[src/rtl/rc_emu_pkg.sv]
// Shared types and constants for the RC step emulator: FSM state encoding,
// default counter width and the all-ones saturation value.
package rc_emu_pkg;

  localparam int unsigned WIDTH_DEF = 24;

  // Truncated to the instance width where used; covers widths up to 64.
  localparam logic [63:0] ALL_ONES = '1;

  typedef enum logic [1:0] {
    DISCHARGED  = 2'd0,
    CHARGING    = 2'd1,
    CHARGED     = 2'd2,
    DISCHARGING = 2'd3
  } state_e;

endpackage

[src/rtl/sat_updown_counter.sv]
// Up/down level counter clamped to [0, ceiling]; load1 forces the level to 1.
// The next-state value is exported so the controller can act on the edge it lands.
module sat_updown_counter #(
  parameter int unsigned WIDTH = 24
) (
  input  logic             clk,
  input  logic             reset,
  input  logic             inc,
  input  logic             dec,
  input  logic             load1,
  input  logic [WIDTH-1:0] ceiling,
  output logic [WIDTH-1:0] level,
  output logic [WIDTH-1:0] level_nxt_c
);

  logic [WIDTH-1:0] level_q;

  always_comb begin
    level_nxt_c = level_q;
    if (load1) begin
      level_nxt_c = WIDTH'(1);
    end else if (inc) begin
      level_nxt_c = (level_q >= ceiling) ? ceiling : level_q + WIDTH'(1);
    end else if (dec) begin
      level_nxt_c = (level_q == '0) ? '0 : level_q - WIDTH'(1);
    end
  end

  always_ff @(posedge clk or posedge reset) begin
    if (reset) begin
      level_q <= '0;
    end else begin
      level_q <= level_nxt_c;
    end
  end

  assign level = level_q;

endmodule

[src/rtl/rc_step_emulator.sv]
// Digital model of the RC network and comparator on the step interface:
// charges a level counter while step_set is high and trips step_input at the threshold.
module rc_step_emulator
  import rc_emu_pkg::*;
#(
  parameter int unsigned WIDTH = WIDTH_DEF,
  parameter int unsigned HYST  = 0
) (
  input  logic             clk,
  input  logic             reset,
  input  logic             step_set,
  input  logic [WIDTH-1:0] cfg_thresh,
  input  logic [WIDTH-1:0] cfg_full,
  output logic             step_input,
  output logic             discharged,
  output logic [WIDTH-1:0] meas_cycles,
  output logic             meas_valid,
  output logic             abort
);

  localparam logic [WIDTH-1:0] MEAS_MAX = WIDTH'(ALL_ONES);
  localparam logic [WIDTH-1:0] HYST_W   = WIDTH'(HYST);

  state_e           state_q, state_d;
  logic [WIDTH-1:0] thr_q, thr_d;
  logic [WIDTH-1:0] full_q, full_d;
  logic [WIDTH-1:0] meas_cnt_q, meas_cnt_d;
  logic [WIDTH-1:0] meas_cycles_q, meas_cycles_d;
  logic             step_input_q, step_input_d;
  logic             discharged_q, discharged_d;
  logic             meas_valid_q, meas_valid_d;
  logic             abort_q, abort_d;

  logic [WIDTH-1:0] cfg_thr_c, cfg_full_c, ceiling_c, thr_lo_c, meas_inc_c;
  logic [WIDTH-1:0] level, level_nxt_c;
  logic             latch_c, inc_c, dec_c, load1_c;

  // Clamped config; a charge start uses it directly on the latching edge.
  assign cfg_thr_c  = (cfg_thresh == '0) ? WIDTH'(1) : cfg_thresh;
  assign cfg_full_c = (cfg_full < cfg_thr_c) ? cfg_thr_c : cfg_full;
  assign latch_c    = step_set && ((state_q == DISCHARGED) || (state_q == DISCHARGING));
  assign ceiling_c  = latch_c ? cfg_full_c : full_q;
  assign thr_lo_c   = (thr_q > HYST_W) ? thr_q - HYST_W : '0;
  assign meas_inc_c = (meas_cnt_q == MEAS_MAX) ? MEAS_MAX : meas_cnt_q + WIDTH'(1);

  assign load1_c = step_set && (state_q == DISCHARGED);
  assign inc_c   = step_set && (state_q != DISCHARGED);
  assign dec_c   = !step_set && (state_q != DISCHARGED);

  sat_updown_counter #(
    .WIDTH(WIDTH)
  ) u_level (
    .clk        (clk),
    .reset      (reset),
    .inc        (inc_c),
    .dec        (dec_c),
    .load1      (load1_c),
    .ceiling    (ceiling_c),
    .level      (level),
    .level_nxt_c(level_nxt_c)
  );

  always_comb begin
    state_d       = state_q;
    thr_d         = thr_q;
    full_d        = full_q;
    meas_cnt_d    = meas_cnt_q;
    meas_cycles_d = meas_cycles_q;
    step_input_d  = step_input_q;
    meas_valid_d  = 1'b0;
    abort_d       = 1'b0;

    if (latch_c) begin
      thr_d      = cfg_thr_c;
      full_d     = cfg_full_c;
      meas_cnt_d = WIDTH'(1);
    end

    unique case (state_q)
      DISCHARGED: begin
        if (step_set) begin
          if (level_nxt_c >= cfg_thr_c) begin
            state_d       = CHARGED;
            step_input_d  = 1'b1;
            meas_valid_d  = 1'b1;
            meas_cycles_d = meas_cnt_d;
          end else begin
            state_d = CHARGING;
          end
        end
      end
      CHARGING: begin
        if (step_set) begin
          meas_cnt_d = meas_inc_c;
          if (level_nxt_c >= thr_q) begin
            state_d       = CHARGED;
            step_input_d  = 1'b1;
            meas_valid_d  = 1'b1;
            meas_cycles_d = meas_cnt_d;
          end
        end else begin
          // Falling step_set wins over a same-edge threshold hit.
          abort_d = 1'b1;
          state_d = (level_nxt_c == '0) ? DISCHARGED : DISCHARGING;
        end
      end
      CHARGED: begin
        if (!step_set) begin
          state_d = (level_nxt_c == '0) ? DISCHARGED : DISCHARGING;
          if (level_nxt_c < thr_lo_c) step_input_d = 1'b0;
        end
      end
      DISCHARGING: begin
        if (step_set) begin
          if (level >= cfg_thr_c) begin
            state_d      = CHARGED;
            step_input_d = 1'b1;
          end else if (level_nxt_c >= cfg_thr_c) begin
            state_d       = CHARGED;
            step_input_d  = 1'b1;
            meas_valid_d  = 1'b1;
            meas_cycles_d = meas_cnt_d;
          end else begin
            state_d = CHARGING;
          end
        end else begin
          if (level_nxt_c < thr_lo_c) step_input_d = 1'b0;
          if (level_nxt_c == '0) state_d = DISCHARGED;
        end
      end
      default: state_d = DISCHARGED;
    endcase

    // An empty capacitor never holds the comparator high, whatever the hysteresis.
    if (state_d == DISCHARGED) step_input_d = 1'b0;
    discharged_d = (state_d == DISCHARGED);
  end

  always_ff @(posedge clk or posedge reset) begin
    if (reset) begin
      state_q       <= DISCHARGED;
      thr_q         <= '0;
      full_q        <= '0;
      meas_cnt_q    <= '0;
      meas_cycles_q <= '0;
      step_input_q  <= 1'b0;
      discharged_q  <= 1'b1;
      meas_valid_q  <= 1'b0;
      abort_q       <= 1'b0;
    end else begin
      state_q       <= state_d;
      thr_q         <= thr_d;
      full_q        <= full_d;
      meas_cnt_q    <= meas_cnt_d;
      meas_cycles_q <= meas_cycles_d;
      step_input_q  <= step_input_d;
      discharged_q  <= discharged_d;
      meas_valid_q  <= meas_valid_d;
      abort_q       <= abort_d;
    end
  end

  assign step_input  = step_input_q;
  assign discharged  = discharged_q;
  assign meas_cycles = meas_cycles_q;
  assign meas_valid  = meas_valid_q;
  assign abort       = abort_q;

endmodule
[config.mk]
export PLATFORM = sky130hd
export DESIGN_NAME = rc_step_emulator
export DESIGN_NICKNAME = d
export VERILOG_FILES = /design/src/rtl/rc_emu_pkg.sv /design/src/rtl/sat_updown_counter.sv /design/src/rtl/rc_step_emulator.sv
export SDC_FILE = /design/constraint.sdc
export NUM_CORES = 1
export LEC_CHECK = 0
export ABC_AREA = 1
export CORE_UTILIZATION = 50
export DETAILED_ROUTE_END_ITERATION = 7
export GPL_ROUTABILITY_DRIVEN = 0
export PLACE_DENSITY = 0.72
export SKIP_LAST_GASP = 1
export SYNTH_ARGS = -nofsm -noshare
export SYNTH_HDL_FRONTEND = slang
export SYNTH_SLANG_ARGS = --single-unit
export TNS_END_PERCENT = 10
[constraint.sdc]
create_clock -name clk -period 6.3 [get_ports clk]
set_clock_uncertainty 0.1 [all_clocks]
set_input_delay 1.575 -clock clk [delete_from_list [all_inputs] [get_ports clk]]
set_output_delay 1.575 -clock clk [all_outputs]
set_load 0.02 [all_outputs]
# Word-level counts from Yosys, hierarchy flattened
# Cells that the tools add are included.
[totals]
register_bits = 126
inputBits = 51
out_inout_bits = 28
word_cells = 97
[op_classes]
addsub = 3
order_cmp = 7
n_eq_ne = 13
muxes = 49
n_reduce_logical = 15
[op_table]
columns = ["operator", "count"]
rows = [
  ["24-bit two-way mux", 19],
  ["24-bit >= comparator", 4],
  ["24-bit zero test", 3],
  ["24-bit one-hot mux with 3 select lines", 1],
  ["24-bit by 1-bit adder with 24-bit output, second input constant", 2],
  ["24-bit < comparator", 2],
  ["24-bit == test, second input constant", 1],
  ["24-bit by 1-bit greater-than comparator with 1-bit output, second input constant", 1],
  ["24-bit by 1-bit subtractor with 24-bit output, second input constant", 1],
  ["2-bit two-way mux", 9],
  ["1-bit two-way mux", 17],
  ["3-bit inequality test, second input constant", 4],
  ["2-bit inequality test, second input constant", 5],
  ["2-bit one-hot mux with 4 select lines", 1],
  ["6-bit AND reduction", 1],
  ["2-bit == test, second input constant", 2],
  ["1-bit logical AND", 4],
  ["2-bit zero test", 2],
  ["1-bit one-hot mux with 4 select lines", 1],
  ["4-bit AND reduction", 1],
  ["1-bit one-hot mux with 3 select lines", 1],
  ["3-bit nonzero test", 1],
  ["2-bit by 1-bit == test with 1-bit output, second input constant", 1],
  ["2-bit nonzero test", 1],
  ["2 further kinds", 2],
]

# Longest topological paths before layout
# Gate-level depths: netlist of run 1.
[logic_depth]
depth_word = 17
mapped_depth = 62
ltp_nobuf = 59

# Modules after synthesis
# From an unflattened synthesis of run 1, not the netlist that was laid out.
[hier_totals]
hier_cells = 1801
hier_area_um2 = 12011.5
[by_module_without_submodules]
columns = ["mod", "instances", "cells_per_inst", "area_per_inst_um2", "seq_area_each_um2"]
rows = [
  ["rc_step_emulator", 1, 1192, 8463.1, 2553.7],
  ["sat_updown_counter", 1, 609, 3548.4, 600.6],
]

# Least setup slack after synthesis of run 1
# No wires, ideal clock.
[synth_path]
kind = "input -> register"
startpoint = "input port cfg_thresh[23]"
endpoint = "register meas_cycles_q[16], in the netlist meas_cycles[16]"
setup_time_ns = 0.082
arrival_ns = 7.986
required_ns = 6.118
slack_ns = -1.868
path_stages = 44
n_path_buf = 5
path_cell_list = "inv_1 > ha_1 > nand2_1 > nor2_1 > nand4_1 > nor4_1 > nand2_2 > nand2_2 > buf_4 > clkinv_1 > buf_2 > nor2_1 > inv_1 > a31oi_1 > ha_1 > nand4_1 > nor3_1 > nand3_1 > [8 not listed] > a21boi_0 > o21a_1 > o21a_1 > o21a_1 > o21a_1 > o21a_1 > o21a_1 > o2111ai_1 > o211ai_1 > a21boi_0 > o21bai_1 > nor2_1 > a221oi_1 > nand2_1 > inv_1 > clkbuf_1 > clkbuf_1 > a31oi_1"
[synth_between]
elab_chain_cells = 14
word_cells_on_any_way = 20
cone_classes = "order compare: 5; eq/ne: 2; mux: 11; reduce/logical: 2"
[synth_rtl]
columns = ["element", "line", "source"]
rows = [
  ["from (decl)", "rc_step_emulator.sv:12", "input logic [WIDTH-1:0] cfg_thresh,"],
  ["24-bit zero test", "rc_step_emulator.sv:39", "assign cfg_thr_c = (cfg_thresh == '0) ? WIDTH'(1) : cfg_thresh;"],
  ["24-bit two-way mux (*)", "rc_step_emulator.sv:39", ""],
  ["24-bit < comparator", "rc_step_emulator.sv:40", "assign cfg_full_c = (cfg_full < cfg_thr_c) ? cfg_thr_c : cfg_full;"],
  ["24-bit two-way mux (*)", "rc_step_emulator.sv:40", ""],
  ["24-bit two-way mux (*)", "-", ""],
  ["24-bit >= comparator", "sat_updown_counter.sv:23", "level_nxt_c = (level_q >= ceiling) ? ceiling : level_q + WIDTH'(1);"],
  ["24-bit two-way mux (*)", "sat_updown_counter.sv:23", ""],
  ["24-bit two-way mux (*)", "sat_updown_counter.sv:22", "end else if (inc) begin"],
  ["24-bit two-way mux (*)", "sat_updown_counter.sv:20", "if (load1) begin"],
  ["via level_nxt_c[1]", "rc_step_emulator.sv:35", "logic [WIDTH-1:0] level, level_nxt_c;"],
  ["24-bit >= comparator", "rc_step_emulator.sv:82, rc_step_emulator.sv:118", ""],
  ["24-bit two-way mux (3 in a row)", "-", ""],
  ["24-bit one-hot mux with 3 select lines", "-", ""],
  ["to (signal assigned)", "rc_step_emulator.sv:155", "meas_cycles_q <= meas_cycles_d;"],
  ["to (decl)", "rc_step_emulator.sv:28", "logic [WIDTH-1:0] meas_cycles_q, meas_cycles_d;"],
]
# Mark *: on every way through the listed nets, which the timed path passes. The rest lies on a longest branch. The select of a mux whose other input is x is not followed.
# A chain may end at the register's enable or synchronous reset.

# Worst setup path after layout of run 1
[layout_path]
startpoint = "input port cfg_thresh[21]"
endpoint = "register meas_cycles_q[23], in the netlist meas_cycles[23]"
# The elaborated chain is that of the path after synthesis.

==> results by group, run 1 <==
Setup path
  – Worst EP arrival: 8.29 ns
  – CP required: 6.55 ns
  – Crit path max fanout: 10
  – Critical Path Sink Type: flip-flop
  – Worst setup SP type: primary input
  – Bufs and invs on worst path: 12
  – Slowest stage delay, CP: 0.38 ns
  – Critical path's slowest cell: nor4_4
  – Top cell by count, worst path: o21a_1
  – Worst Path Class, Setup: in2reg
  – CP delay by family, top: compound AO/OA/AOI/OAI gates

Power and ir drop
  – Sw frac: 0.4742
  – Sw power: 3702 µW
  – Power density over cell area: 528.8 nW/µm²
  – Internal: 4105 µW
  – Logic pwr share: 0.693
  – Leak Pwr: 0.007314 µW
  – Register share of total power: 0.178
  – Clk pwr share: 0.129
  – Max VDD drop: 0.3133 mV

Logic synthesis
  – Synth warnings: 0
  – Most frequent cell after synthesis: nand2_1
  – Commonest cells post-synth: 279 x nand2_1, 232 x inv_1, 165 x nor2_1
  – Asr flop ratio synth: 1.000
  – EDFF count, synth: 0
  – Area leader, netlist: dfrtp_1
  – Synth area leaders: dfrtp_1 29%, ha_1 17%, nand2_1 9.6%
  – Yosys reg bits: 126
  – Sequential cell area fraction in the yosys report: 0.2906
  – Synth Cell Area: 10850 µm²
  – Yosys cell types: 54
  – Post-synth top area share: 0.2882
  – Post-synth top flop: dfrtp_1
  – Avg Cell Area, Syn: 7.183 µm²
  – Syn nets: 1709
  – Mapped Cells: 1511

Layout
  – Final nets: 1975
  – Layout cells sized above 1: 0.2331
  – Final non-filler cell total: 2064
  – Layout area overhead: 36.02%
  – Final instance area: 14760 µm²
  – Finished Core Util: 0.6978
  – ANT cells: 0

STA
  – Final hold violation count: 0
  – Hold_ws: 0.3882 ns
  – Worst slew margin: 0.4271
  – Pin slew with the least headroom to its limit: 0.8593 ns
  – Setup WS post-layout: -1.741 ns
  – Max-slew violations: 0
  – Max Clk Rate: 124.4 MHz
  – Fin crit period: 8.041 ns
  – Setup violators final: 29
  – Tcrit/Tclk final: 1.276
  – RSZ-0062 raised after global routing: yes

Clock tree
  – Hold Buf Count CTS: 0
  – Clk slew on worst S/H paths: 0.06 ns
  – Worst skew pair latency: 0.44 ns
  – Clk buf depth: 2
  – Clock tree sinks: 126
  – Root Driver: clkbuf_16
  – H-tree depth: 4
  – CTS tree: yes
  – TritonCTS Buffers: 17

Place
  – Count of input and output buffers: 78
  – Inst Count DP: 1998
  – DP Wirelength: 25030 µm
  – Post-DP Area: 13300 µm²

Floorplanning
  – Die area: 22300 µm²
  – Initial Util: 0.5130
  – Row Count: 53
  – Die Wd: 149.3 µm
  – Core Region: 21150 µm²
  – Total I/O pin count: 79
  – Die height: 149.3 µm

Drt
  – Total DRC errors in the routed layout: 0
  – Via count: 11419
  – Detail Route Antenna Nets: 0
  – Iter 0 DRT Violations: 821
  – Routed wire length: 35160 µm
  – Drt first pass iters: 5
  – Vias/cell: 5.532
  – Routed len/inst: 17.03 µm

Global routing
  – Vias in the first global route: 11224
  – Largest net degree at the start of global routing: 63
  – Initial antenna violation count: 0
  – Grt ovf: 0
  – GR Util All Layers: 0.3221
  – First-pass GRT wire length: 56240 µm

Flow run
  – Max-Cap Viols: 0

Worst hold path
  – Min-Delay Path Class: reg2reg

Run status
  – Failing checks: negative setup slack
  – Status: finished with violations
==> power by group through the flow <==
stage | sequential (µW) | clock [µW] | combinational (µW)
4_1_cts | 1380 | 1010 | 5080
6_report | 1390 | 1010 | 5410
3_5_place_dp | 1390 | 0 | 4650
5_1_grt | 1420 | 1050 | 5960
2_1_floorplan | 1360 | 0 | 2840
3_3_place_gp | 1380 | 0 | 4510
==> layer usage <==
metal,part of all wire,GRT usage,up-vias
li1,-,-,5590
met1,0.43,0.4209,5306
met2,0.47,0.5298,425
met3,0.063,0.05076,98
met4,0.035,0.1301,0
met5,0,0,-
==> path summary, 6_finish.rpt <==
check | start | endpoint | slack [ns] | cells after the start
worst min register to register | meas_cycles[7]$_DFFE_PP0P_ | meas_cycles[7]$_DFFE_PP0P_ | 0.39 | 2
worst max-delay path | cfg_thresh[21] | meas_cycles[23]$_DFFE_PP0P_ | -1.74 | 49
worst min-delay path | meas_cycles[7]$_DFFE_PP0P_ | meas_cycles[7]$_DFFE_PP0P_ | 0.39 | 2
worst max register to register | state_q[0]$_DFF_PP0_ | meas_cycles[23]$_DFFE_PP0P_ | -0.25 | 40
min in group asynchronous | reset | thr_q[5]$_DFFE_PP0P_ | 1.54 | 2
max in group asynchronous | reset | u_level.level[13]$_DFF_PP0_ | 3.54 | 3
==> state kept, by name (all words and copies together) (netlist names) <==
| signal | count |
|---|---|
| full_q | 24 |
| meas_cnt_q | 24 |
| meas_cycles | 24 |
| thr_q | 24 |
| u_level.level | 24 |
| state_q | 2 |
| abort | 1 |
| discharged | 1 |
| meas_valid | 1 |
| step_input | 1 |
==> cell families after synthesis <==
| group | after synthesis | synth area share |
|---|---|---|
| and+or+nand+nor | 640 | 0.2551 |
| buffers and inverters | 286 | 0.1025 |
| AOI/OAI and AO/OA | 272 | 0.1500 |
| adders and majority gates | 147 | 0.1695 |
| DFF | 126 | 0.2906 |
| xor gates and xnor gates | 40 | 0.03228 |
==> cell type report <==
type	instances	area [µm²]
Clock inverter	13	152.6
Clock buffer	18	429.2
Timing Repair Buffer	295	2484
Sequential cell	126	3154
Tap cell	275	344.1
Inverter	237	927.1
Timing Repair inverter	1	16.27
Fill cell	1672	6392
Multi-Input combinational cell	1099	7254
==> placed cells by master (no fill, tap or decap), types with 22 or more instances in the layout <==
cell type        instances
nand3_1                116
nand2_1                263
xor2_1                  38
clkdlybuf4s50_1         33
buf_4                  203
a31oi_1                 22
inv_1                  213
a21oi_1                 59
dfrtp_1                125
ha_1                   129
o21ai_0                 75
nor2_1                 147
==> stage by stage <==
stage	total power [µW]	setup slack [ns]	TNS, ns
global placement	5895	-2.727	-79.68
CTS	7476	-1.448	-40.14
global route	8429	-2.007	-55.71
finish	7806	-1.741	-47.92
detailed placement	6035	-2.904	-85.82
floorplan	4194	-1.427	-36.76
==> what timing repair did <==
item	4_1_cts	5_1_grt
endpoints found under the setup margin	31	29
gates cloned	3	0
pin swaps	54	51
gates resized for setup	225	58
buffers inserted	20	14
==> worst reg2reg max path: cells and delay by family, from the launching register on <==
| family | cells | cell delay [ns] |
|---|---|---|
| flops | 1 | 0.40 |
| compound gates | 20 | 2.92 |
| fa+ha+maj | 3 | 0.80 |
| buf+inv | 8 | 1.03 |
| simple gates | 9 | 1.18 |
Power figures use the tool's default switching activity.
==> inputs of run 2 (changes only) <==
- SKIP_LAST_GASP: 1 -> default
==> run 2 against run 1 <==
  * Sequential share of layout area about the same
  * Register-to-register slack worse by 0.03 ns
  * Largest cell class unchanged
  * The flow still finishes with violations (negative setup slack)
  * Non-clock buffer count fell by 2
  * Critical endpoint is now step_input$_DFFE_PP0P_
==> results by group, run 2 (synthesis gave the netlist of run 1 again) <==
Run status
  – Status: finished with violations
  – Failing checks: negative setup slack

STA
  – Worst slew margin: 0.4318 (+0.004657)
  – Tcrit/Tclk final: 1.281 (+0.004790)
  – Pin slew with the least headroom to its limit: 0.8523 ns (-0.006986 ns)
  – Fin crit period: 8.071 ns (+0.03018 ns)
  – Max-slew violations: 0 (unchanged)
  – Setup violators final: 29 (unchanged)
  – Max Clk Rate: 123.9 MHz (-0.37%)
  – Setup WS post-layout: -1.771 ns (-0.03018 ns)
  – Hold_ws: 0.3878 ns (-0.0003500 ns)
  – Final hold violation count: 0 (unchanged)
  – RSZ-0062 raised after global routing: yes

Floorplanning
  – Die height: 149.3 µm (unchanged)
  – Total I/O pin count: 79 (unchanged)
  – Row Count: 53 (unchanged)
  – Initial Util: 0.5130 (unchanged)
  – Die Wd: 149.3 µm (unchanged)
  – Die area: 22300 µm² (unchanged)
  – Core Region: 21150 µm² (unchanged)

Layout
  – Layout cells sized above 1: 0.2384 (+0.005297)
  – Final nets: 1973 (-0.10%)
  – ANT cells: 0 (unchanged)
  – Most common cell after layout, fill and taps aside: nand2_1
  – Most frequent cells in the layout: 258 x nand2_1, 213 x inv_1, 198 x buf_4
  – Layout area overhead: 36.10% (about the same)
  – Final instance area: 14770 µm² (about the same)

Global routing
  – First-pass GRT wire length: 56280 µm (about the same)
  – GR Util All Layers: 0.3222 (about the same)
  – Vias in the first global route: 11213 (-0.098%)
  – Initial antenna violation count: 0 (unchanged)
  – Grt ovf: 0 (unchanged)
  – Largest net degree at the start of global routing: 63 (unchanged)

Clock tree
  – TritonCTS Buffers: 17 (unchanged)
  – CTS tree: yes
  – Worst skew pair latency: 0.44 ns (about the same)
  – Hold Buf Count CTS: 0 (unchanged)
  – Root Driver: clkbuf_16
  – Clk slew on worst S/H paths: 0.06 ns (about the same)
  – H-tree depth: 4 (unchanged)
  – Clock tree sinks: 126 (unchanged)
  – Clk buf depth: 2 (unchanged)

Worst hold path
  – Worst Hold Depth: 2 (unchanged)
  – Min-Delay Path Class: reg2reg
  – HP Start: meas_cycles[13]$_DFFE_PP0P_
  – Hold endpoint: meas_cycles[13]$_DFFE_PP0P_

Setup path
  – Bufs and invs on worst path: 10 (-2)
  – CP required: 6.53 ns (-0.02 ns)
  – Worst Path Class, Setup: in2reg
  – Worst EP arrival: 8.30 ns (about the same)
  – Crit path max fanout: 7 (-3)
  – Worst setup SP type: primary input
  – Reg2reg start: state_q[0]$_DFF_PP0_
  – Critical path's slowest cell: nor4_4
  – R2R Setup Slk: -0.28 ns (-0.03 ns)
  – Worst Reg2Reg Path Length in Cells: 41 (+2.5%)
  – Critical Path Sink Type: flip-flop
  – Slowest stage delay, CP: 0.38 ns (about the same)
  – CP delay by family, top: compound AO/OA/AOI/OAI gates
  – Top cell by count, worst path: o21a_1
  – Worst R2R End: step_input$_DFFE_PP0P_

Place
  – Count of input and output buffers: 78 (unchanged)
  – Post-DP Area: 13300 µm² (unchanged)
  – DP Wirelength: 25030 µm (unchanged)

Drt
  – Routed len/inst: 17.08 µm (+0.28%)
  – Total DRC errors in the routed layout: 0 (unchanged)
  – Via count: 11444 (+0.22%)
  – Iter 0 DRT Violations: 863 (+5.1%)
  – Drt first pass iters: 6 (+1)
  – Routed wire length: 35220 µm (+0.18%)
  – Detail Route Antenna Nets: 0 (unchanged)
  – Vias/cell: 5.550 (+0.32%)

Power and ir drop
  – Power density over cell area: 528.3 nW/µm² (about the same)
  – Leak Pwr: 0.007314 µW (about the same)
  – Max VDD drop: 0.3176 mV (+1.4%)

Flow run
  – Max-Cap Viols: 0 (unchanged)
run 2: cell types whose count changed in the layout (fill, tap and decap cells not counted), moves of 2 or more:
cell / previous run / this run
nor2_1: 147 / 137
buf_6: 12 / 15
a21oi_1: 59 / 61
nand2_1: 263 / 258
nor2_2: 10 / 20
o21ai_1: 7 / 10
nand2_2: 17 / 21
o21ai_2: 7 / 4
buf_4: 203 / 198
run 2: repair_timing:
action	CTS	global route
setup buffers	20	12
setup endpoints to repair	31	29
resized for setup	240	61
pin swaps	56	42
cloned	3	0
run 2: layer usage:
metal  wire length [µm]  GRT usage
met3               2288    0.04985
met2              16650     0.5298
met4               1309     0.1281
met5                  0          0
met1              14970     0.4226
run 2: cell type report:
class / count / area (µm²)
well taps: 275 / 344.1
repair inverters: 1 / 16.27
repair buffers: 293 / 2469
clock buffers: 18 / 429.2
multi-input cells: 1099 / 7278
clock inverters: 13 / 152.6
inverters: 237 / 927.1
flip-flops and latches: 126 / 3154
fillers: 1663 / 6384
run 2: worst min-delay path: cells and delay by family, from the launching register on:
kind          cells  cell delay [ns]
flops             1             0.35
simple gates      2             0.10
run 2: power by group:
part	internal [µW]	total, µW	leakage, µW	switching, µW
clock network	589	1010	0.000275	420
registers	1120	1400	0.00160	280
logic	2380	5400	0.00544	3020
total	4090	7800	0.00731	3720
run 2: how the worst max path moves through the flow:
stage,start,end,slack [ns],depth (start not counted)
floorplan,cfg_thresh[9],meas_cycles[14]$_DFFE_PP0P_,-1.43,50
global placement,cfg_thresh[23],meas_cycles[20]$_DFFE_PP0P_,-2.73,47
detailed placement,cfg_thresh[23],meas_cycles[20]$_DFFE_PP0P_,-2.90,46
CTS,cfg_thresh[21],meas_cycles[15]$_DFFE_PP0P_,-1.45,47
global route,cfg_thresh[21],step_input$_DFFE_PP0P_,-2.00,52
finish,cfg_thresh[21],step_input$_DFFE_PP0P_,-1.77,50
run 2: per-stage QoR:
| stage | setup slack (ns) | utilization | power, µW | std cells | setup TNS, ns |
|---|---|---|---|---|---|
| 2_1_floorplan | -1.427 | - | 4194 | 1511 | -36.76 |
| 3_3_place_gp | -2.727 | 0.6287 | 5895 | 1998 | -79.68 |
| 3_5_place_dp | -2.904 | 0.6287 | 6035 | 1998 | -85.82 |
| 4_1_cts | -1.448 | 0.6885 | 7523 | 2051 | -40.02 |
| 5_1_grt | -2.002 | 0.6982 | 8414 | 2062 | -55.67 |
| 6_report | -1.771 | 0.6982 | 7804 | 2062 | -48.98 |
